File: src/rtl/thresh_fifo_pkg.sv
// Shared defaults and pointer helper for thresh_fifo.
// Latency: n/a (constants and a pure function only).
// Backpressure: n/a.
package thresh_fifo_pkg;

  localparam int DEF_DATA_WIDTH = 8;
  localparam int DEF_FIFO_DEPTH = 6;
  localparam int DEF_AE_LEVEL   = 1;

  // Increment with an explicit wrap at depth-1, so non-power-of-two depths work.
  function automatic int unsigned ptr_next(input int unsigned ptr, input int unsigned depth);
    return (ptr == depth - 32'd1) ? 32'd0 : ptr + 32'd1;
  endfunction

endpackage

File: src/rtl/thresh_fifo_ptr.sv
// fifo_ptr: wrapping address pointer 0..DEPTH-1 with advance enable.
// Latency: pointer moves on the rising edge after en is seen high.
// Backpressure: none; the caller qualifies en with its handshake.
module fifo_ptr
  import thresh_fifo_pkg::*;
#(
  parameter int DEPTH = DEF_FIFO_DEPTH,
  localparam int PW   = $clog2(DEPTH)
) (
  input  logic          clk,
  input  logic          rstn,
  input  logic          clear,
  input  logic          en,
  output logic [PW-1:0] ptr
);

  logic [PW-1:0] r_ptr;
  logic [PW-1:0] w_next;

  assign w_next = PW'(ptr_next(32'(r_ptr), DEPTH));
  assign ptr    = r_ptr;

  // Pointer register; reset and clear both return it to entry 0.
  always_ff @(posedge clk) begin
    if (!rstn || clear) begin
      r_ptr <= '0;
    end else if (en) begin
      r_ptr <= w_next;
    end
  end

endmodule

File: src/rtl/thresh_fifo.sv
// thresh_fifo: first-word fall-through FIFO with almost_full/almost_empty flags.
// Latency: a word written at edge N is visible on out_data with out_valid at N+1.
// Backpressure: in_ready drops at full (no pass-through); THRESH_FIFO_ERR_EN adds overflow/drop_cnt.
module thresh_fifo
  import thresh_fifo_pkg::*;
#(
  parameter int DATA_WIDTH = DEF_DATA_WIDTH,
  parameter int FIFO_DEPTH = DEF_FIFO_DEPTH,
  parameter int AF_LEVEL   = FIFO_DEPTH - 1,
  parameter int AE_LEVEL   = DEF_AE_LEVEL,
  localparam int CW        = $clog2(FIFO_DEPTH + 1)
) (
  input  logic                  clk,
  input  logic                  rstn,
  input  logic                  clear,
  input  logic [DATA_WIDTH-1:0] in_data,
  input  logic                  in_valid,
  output logic                  in_ready,
  output logic [DATA_WIDTH-1:0] out_data,
  output logic                  out_valid,
  input  logic                  out_ready,
  output logic [CW-1:0]         count,
  output logic                  almost_full,
  output logic                  almost_empty
`ifdef THRESH_FIFO_ERR_EN
  ,
  output logic                  overflow,
  output logic [7:0]            drop_cnt
`endif
);

  localparam int PW = $clog2(FIFO_DEPTH);
  localparam logic [CW-1:0] DEPTH_C = CW'(FIFO_DEPTH);
  localparam logic [CW-1:0] AF_C    = CW'(AF_LEVEL);
  localparam logic [CW-1:0] AE_C    = CW'(AE_LEVEL);
  localparam logic [CW-1:0] ONE_C   = CW'(1);

  logic [DATA_WIDTH-1:0] r_mem [FIFO_DEPTH];
  logic [CW-1:0]         r_count;
  logic [PW-1:0]         w_waddr;
  logic [PW-1:0]         w_raddr;
  logic                  w_in_ready;
  logic                  w_out_valid;
  logic                  w_wr;
  logic                  w_rd;

  // Handshakes come only from the registered count, so a full FIFO refuses
  // a write even when a read frees a slot in the same cycle.
  assign w_in_ready  = (r_count < DEPTH_C);
  assign w_out_valid = (r_count != '0);
  assign w_wr        = in_valid & w_in_ready;
  assign w_rd        = w_out_valid & out_ready;

  assign in_ready     = w_in_ready;
  assign out_valid    = w_out_valid;
  assign count        = r_count;
  assign almost_full  = (r_count >= AF_C);
  assign almost_empty = (r_count <= AE_C);
  assign out_data     = r_mem[w_raddr];

  fifo_ptr #(.DEPTH(FIFO_DEPTH)) u_wptr (
    .clk   (clk),
    .rstn  (rstn),
    .clear (clear),
    .en    (w_wr),
    .ptr   (w_waddr)
  );

  fifo_ptr #(.DEPTH(FIFO_DEPTH)) u_rptr (
    .clk   (clk),
    .rstn  (rstn),
    .clear (clear),
    .en    (w_rd),
    .ptr   (w_raddr)
  );

  // Storage is not reset; stale words stay hidden because count is zero.
  always_ff @(posedge clk) begin
    if (w_wr) begin
      r_mem[w_waddr] <= in_data;
    end
  end

  // Occupancy: +1 write only, -1 read only, hold on both or neither.
  always_ff @(posedge clk) begin
    if (!rstn || clear) begin
      r_count <= '0;
    end else begin
      case ({w_wr, w_rd})
        2'b10:   r_count <= r_count + ONE_C;
        2'b01:   r_count <= r_count - ONE_C;
        default: r_count <= r_count;
      endcase
    end
  end

`ifdef THRESH_FIFO_ERR_EN
  logic       r_overflow;
  logic [7:0] r_drop_cnt;
  logic       w_drop;

  assign w_drop   = in_valid & ~w_in_ready;
  assign overflow = r_overflow;
  assign drop_cnt = r_drop_cnt;

  // Sticky overflow flag and saturating count of refused write cycles.
  always_ff @(posedge clk) begin
    if (!rstn || clear) begin
      r_overflow <= 1'b0;
      r_drop_cnt <= 8'd0;
    end else if (w_drop) begin
      r_overflow <= 1'b1;
      if (r_drop_cnt != 8'hFF) begin
        r_drop_cnt <= r_drop_cnt + 8'd1;
      end
    end
  end
`endif

endmodule

File: config.mk
export PLATFORM = sky130hd
export DESIGN_NAME = thresh_fifo
export DESIGN_NICKNAME = d
export VERILOG_FILES = /design/src/rtl/thresh_fifo_pkg.sv /design/src/rtl/thresh_fifo_ptr.sv /design/src/rtl/thresh_fifo.sv
export SDC_FILE = /design/constraint.sdc
export NUM_CORES = 1
export LEC_CHECK = 0
export ABC_CLOCK_PERIOD_IN_PS = 2070
export BUFFER_PORTS_ARGS = -buffer_cell sky130_fd_sc_hd__buf_4
export CORE_ASPECT_RATIO = 0.7
export CORE_MARGIN = 2
export CORE_UTILIZATION = 30
export CTS_CLUSTER_SIZE = 40
export DETAILED_ROUTE_END_ITERATION = 8
export PLACE_DENSITY = 0.57
export SETUP_SLACK_MARGIN = 0.15
export SYNTH_ARGS = -nofsm -noshare
export SYNTH_HDL_FRONTEND = slang
export SYNTH_HIERARCHICAL = 1
export SYNTH_SLANG_ARGS = --single-unit
File: constraint.sdc
create_clock -name clk -period 2.07 [get_ports clk]
set_clock_uncertainty 0.15 [all_clocks]
set_input_delay 0.1035 -clock clk [delete_from_list [all_inputs] [get_ports clk]]
set_output_delay 0.1035 -clock clk [all_outputs]
set_load 0.05 [all_outputs]
==> results.json <==
{
  "p_clk_share_pct": 44.4,
  "gp_congestion": 0.741,
  "pin_count": 28,
  "die_y_microns": 79.0,
  "grt_setup_unrepaired": "yes",
  "yosysTopAreaCell": "edfxtp_1",
  "final_area_sq_um": 3380,
  "first_iter_violations": 77,
  "finalCriticalPeriod_ns": 2.07,
  "stdcell_count": 298,
  "grt-ovfl-total": 0,
  "netSwitchingPower_uw": 639,
  "dp_hpwl_microns": 3160,
  "viasPerCell": 4.57,
  "cts_tree": "built",
  "maxSlewHeadroom_pct": 60.6,
  "netlist_top_cells_area": "edfxtp_1 (60%), dfxtp_1 (7.5%), mux4_2 (7.5%), mux2_4 (3.7%), mux2_2 (2.8%)",
  "path_clk_slew_ns": 0.05,
  "synth_cell_type_count": 32,
  "finalCritPeriodShare_pct": 99.8,
  "max_cap_viol_count": 0,
  "start_util_pct": 30.7,
  "cts-htree-levels": 3,
  "cellLeakagePower_nw": 1.20,
  "pwr-share-comb_pct": 10.4,
  "ys_ff_latch": 57,
  "min_from": "out_ready",
  "drt-wirelength-per-cell_microns": 16.4,
  "fmax_ghz": 0.484,
  "p_int_mw": 2.20,
  "setup.worst_path.start": "u_rptr/ptr[1]",
  "cpPeakStageDelay_ns": 0.49,
  "post-route-drc-count": 0,
  "nets": 210,
  "slowest_stage": "mux4_2",
  "holdWs_ns": 0.0926,
  "wl_microns": 4880,
  "pre_cts_slack_ns": 0.244,
  "yosys-top-cells-count": "edfxtp_1 (48), dfxtp_1 (9), mux4_2 (8)",
  "sw_frac_of_total_pct": 22.5,
  "ff2ff_setup_slack_ns": 0.23,
  "seqPwrFrac_pct": 45.2,
  "numPortBuffers": 27,
  "grt_pass1_vias": 1454,
  "cts_buffers": 9,
  "hold_viol": 0,
  "power_density_nw_per_um2": 840,
  "synthToLayoutAreaGrowth_pct": 40.3,
  "reg2reg_from": "count[1]",
  "report.final.slew_viol_count": 0,
  "worst_slack_ns": 0.00384,
  "crit_path_cell_trace": "buf_12 > mux2_4 > mux4_2 > buf_8",
  "synth.most_common_cell": "edfxtp_1",
  "synth_ff_type": "edfxtp_1",
  "setup_viol_count_final": 0,
  "postSynthCellCount": 135,
  "cts-root-buf": "clkbuf_16",
  "synth_fp_nets": 153,
  "synth_seq_area_share_pct": 67.3,
  "vias": 1362,
  "clk_latency_ns": 0.32,
  "grt_pass1_wl_microns": 7840,
  "postPlaceCellArea_sq_um": 2880,
  "synth_warnings": 6,
  "fp-row-count": 27,
  "synth.avg_cell_area_sq_um": 17.8,
  "path_class": "register to primary output",
  "synth_edf_count": 48,
  "firstDrtPassIters": 4,
  "worst_pin_slew_ns": 0.590,
  "critPathMaxFanout": 7,
  "syn_area_sq_um": 2410,
  "hp-class": "input port to register",
  "vdd_drop_max_mv": 0.449,
  "clockBufferDepth": 2,
  "die_area_sq_um": 8770,
  "worst_setup_path_start_kind": "register",
  "core_area_sq_um": 7840,
  "die_w_microns": 111,
  "grt_max_degree": 12,
  "place_inst": 269,
  "antenna_cells": 0,
  "netlist.area_leader.share_pct": 59.8,
  "end_kind": "primary output",
  "required_ns": 1.82,
  "drive_above_1_share_pct": 48.7,
  "antenna_found_initial": 0,
  "arrival_ns": 1.81,
  "ant_nets": 0,
  "synthArstFlopShare_pct": 0,
  "grt_usage_pct": 12.4,
  "status": "complete, no violations",
  "cts_sinks": 57
}
## timing repair
| item | in CTS | in global routing |
|---|---|---|
| setup endpoints to repair | 8 | 8 |
| gates cloned | 1 | 0 |
| hold buffers | 11 | 0 |
| pin swaps | 0 | 0 |
| hold endpoints to repair | 57 | 0 |
| gates resized for setup | 26 | 0 |
| buffers inserted | 1 | 0 |
## critical path, delay by kind of cell (launching register included)
kind,cells,cell delay [ns]
mux,2,0.78
flops,1,0.39
buf+inv,2,0.32
## flip-flops by register name, summed over array words and instances (netlist names)
signal	flops
r_mem	48
count	3
u_rptr/ptr	3
u_wptr/ptr	3
## stage by stage
step | total power, mW | setup TNS [ns] | util (%)
global route | 2.96 | -0.299 | 43.1
detailed placement | 1.56 | 0 | 36.7
CTS | 2.88 | -0.0595 | 43.1
floorplan | 1.48 | 0 | -
finish | 2.84 | 0 | 43.1
global placement | 1.55 | 0 | 36.7
## layout make-up
type / count / area [sq um]
fill: 717 / 4460
multi-input combinational: 71 / 851
tap: 101 / 126
sequential: 57 / 1630
inverter: 3 / 11.3
clock buffer: 10 / 229
timing repair buffer: 50 / 492
clock inverter: 6 / 35.0
## cell usage in the layout, fill, tap and decap left out, drive strengths merged, types with 3 or more instances in the layout
master       Yosys  layout
mux2            16      16
nand2b           4       4
nand2            3       3
inv              3       3
buf              3      39
mux4             8       8
ha               5       5
a21bo            4       4
clkbuf           1      10
edfxtp          48      48
a21oi            6       6
dlygate4sd3      0      11
nor2             5       5
clkinv           0       4
dfxtp            9       9
## layer usage
layer  vias to the layer above  part of all wire, %  track usage (%)
met5                         -                    0                0
met4                         0                 0.70             3.83
met3                         4                  3.4             5.42
met2                        23                   49             19.8
met1                       687                   47             15.5
li1                        648                    -                -
## final timing paths
check / endpoint / depth (start not counted)
max: out_data[7] / 4
min: u_rptr/ptr[0] / 4
max reg2reg: count[2] / 8
min reg2reg: count[2] / 2
## cells by family after synthesis
family / share of synthesized area (%)
AOI/OAI and AO/OA: 3.79
DFF: 67.3
and+or+nand+nor: 6.39
xor gates and xnor gates: 1.45
muxes: 16.3
buffers and inverters: 2.13
adders and majority gates: 2.60
## power by group through the flow
stage               clock [mW]  combinational [mW]  sequential [mW]
floorplan                    0               0.161             1.31
global placement             0               0.251             1.30
detailed placement           0               0.259             1.31
CTS                       1.30               0.299             1.28
finish                    1.26               0.296             1.28
global route              1.36               0.316             1.28
No activity file was read; power rests on OpenSTA's default activity.
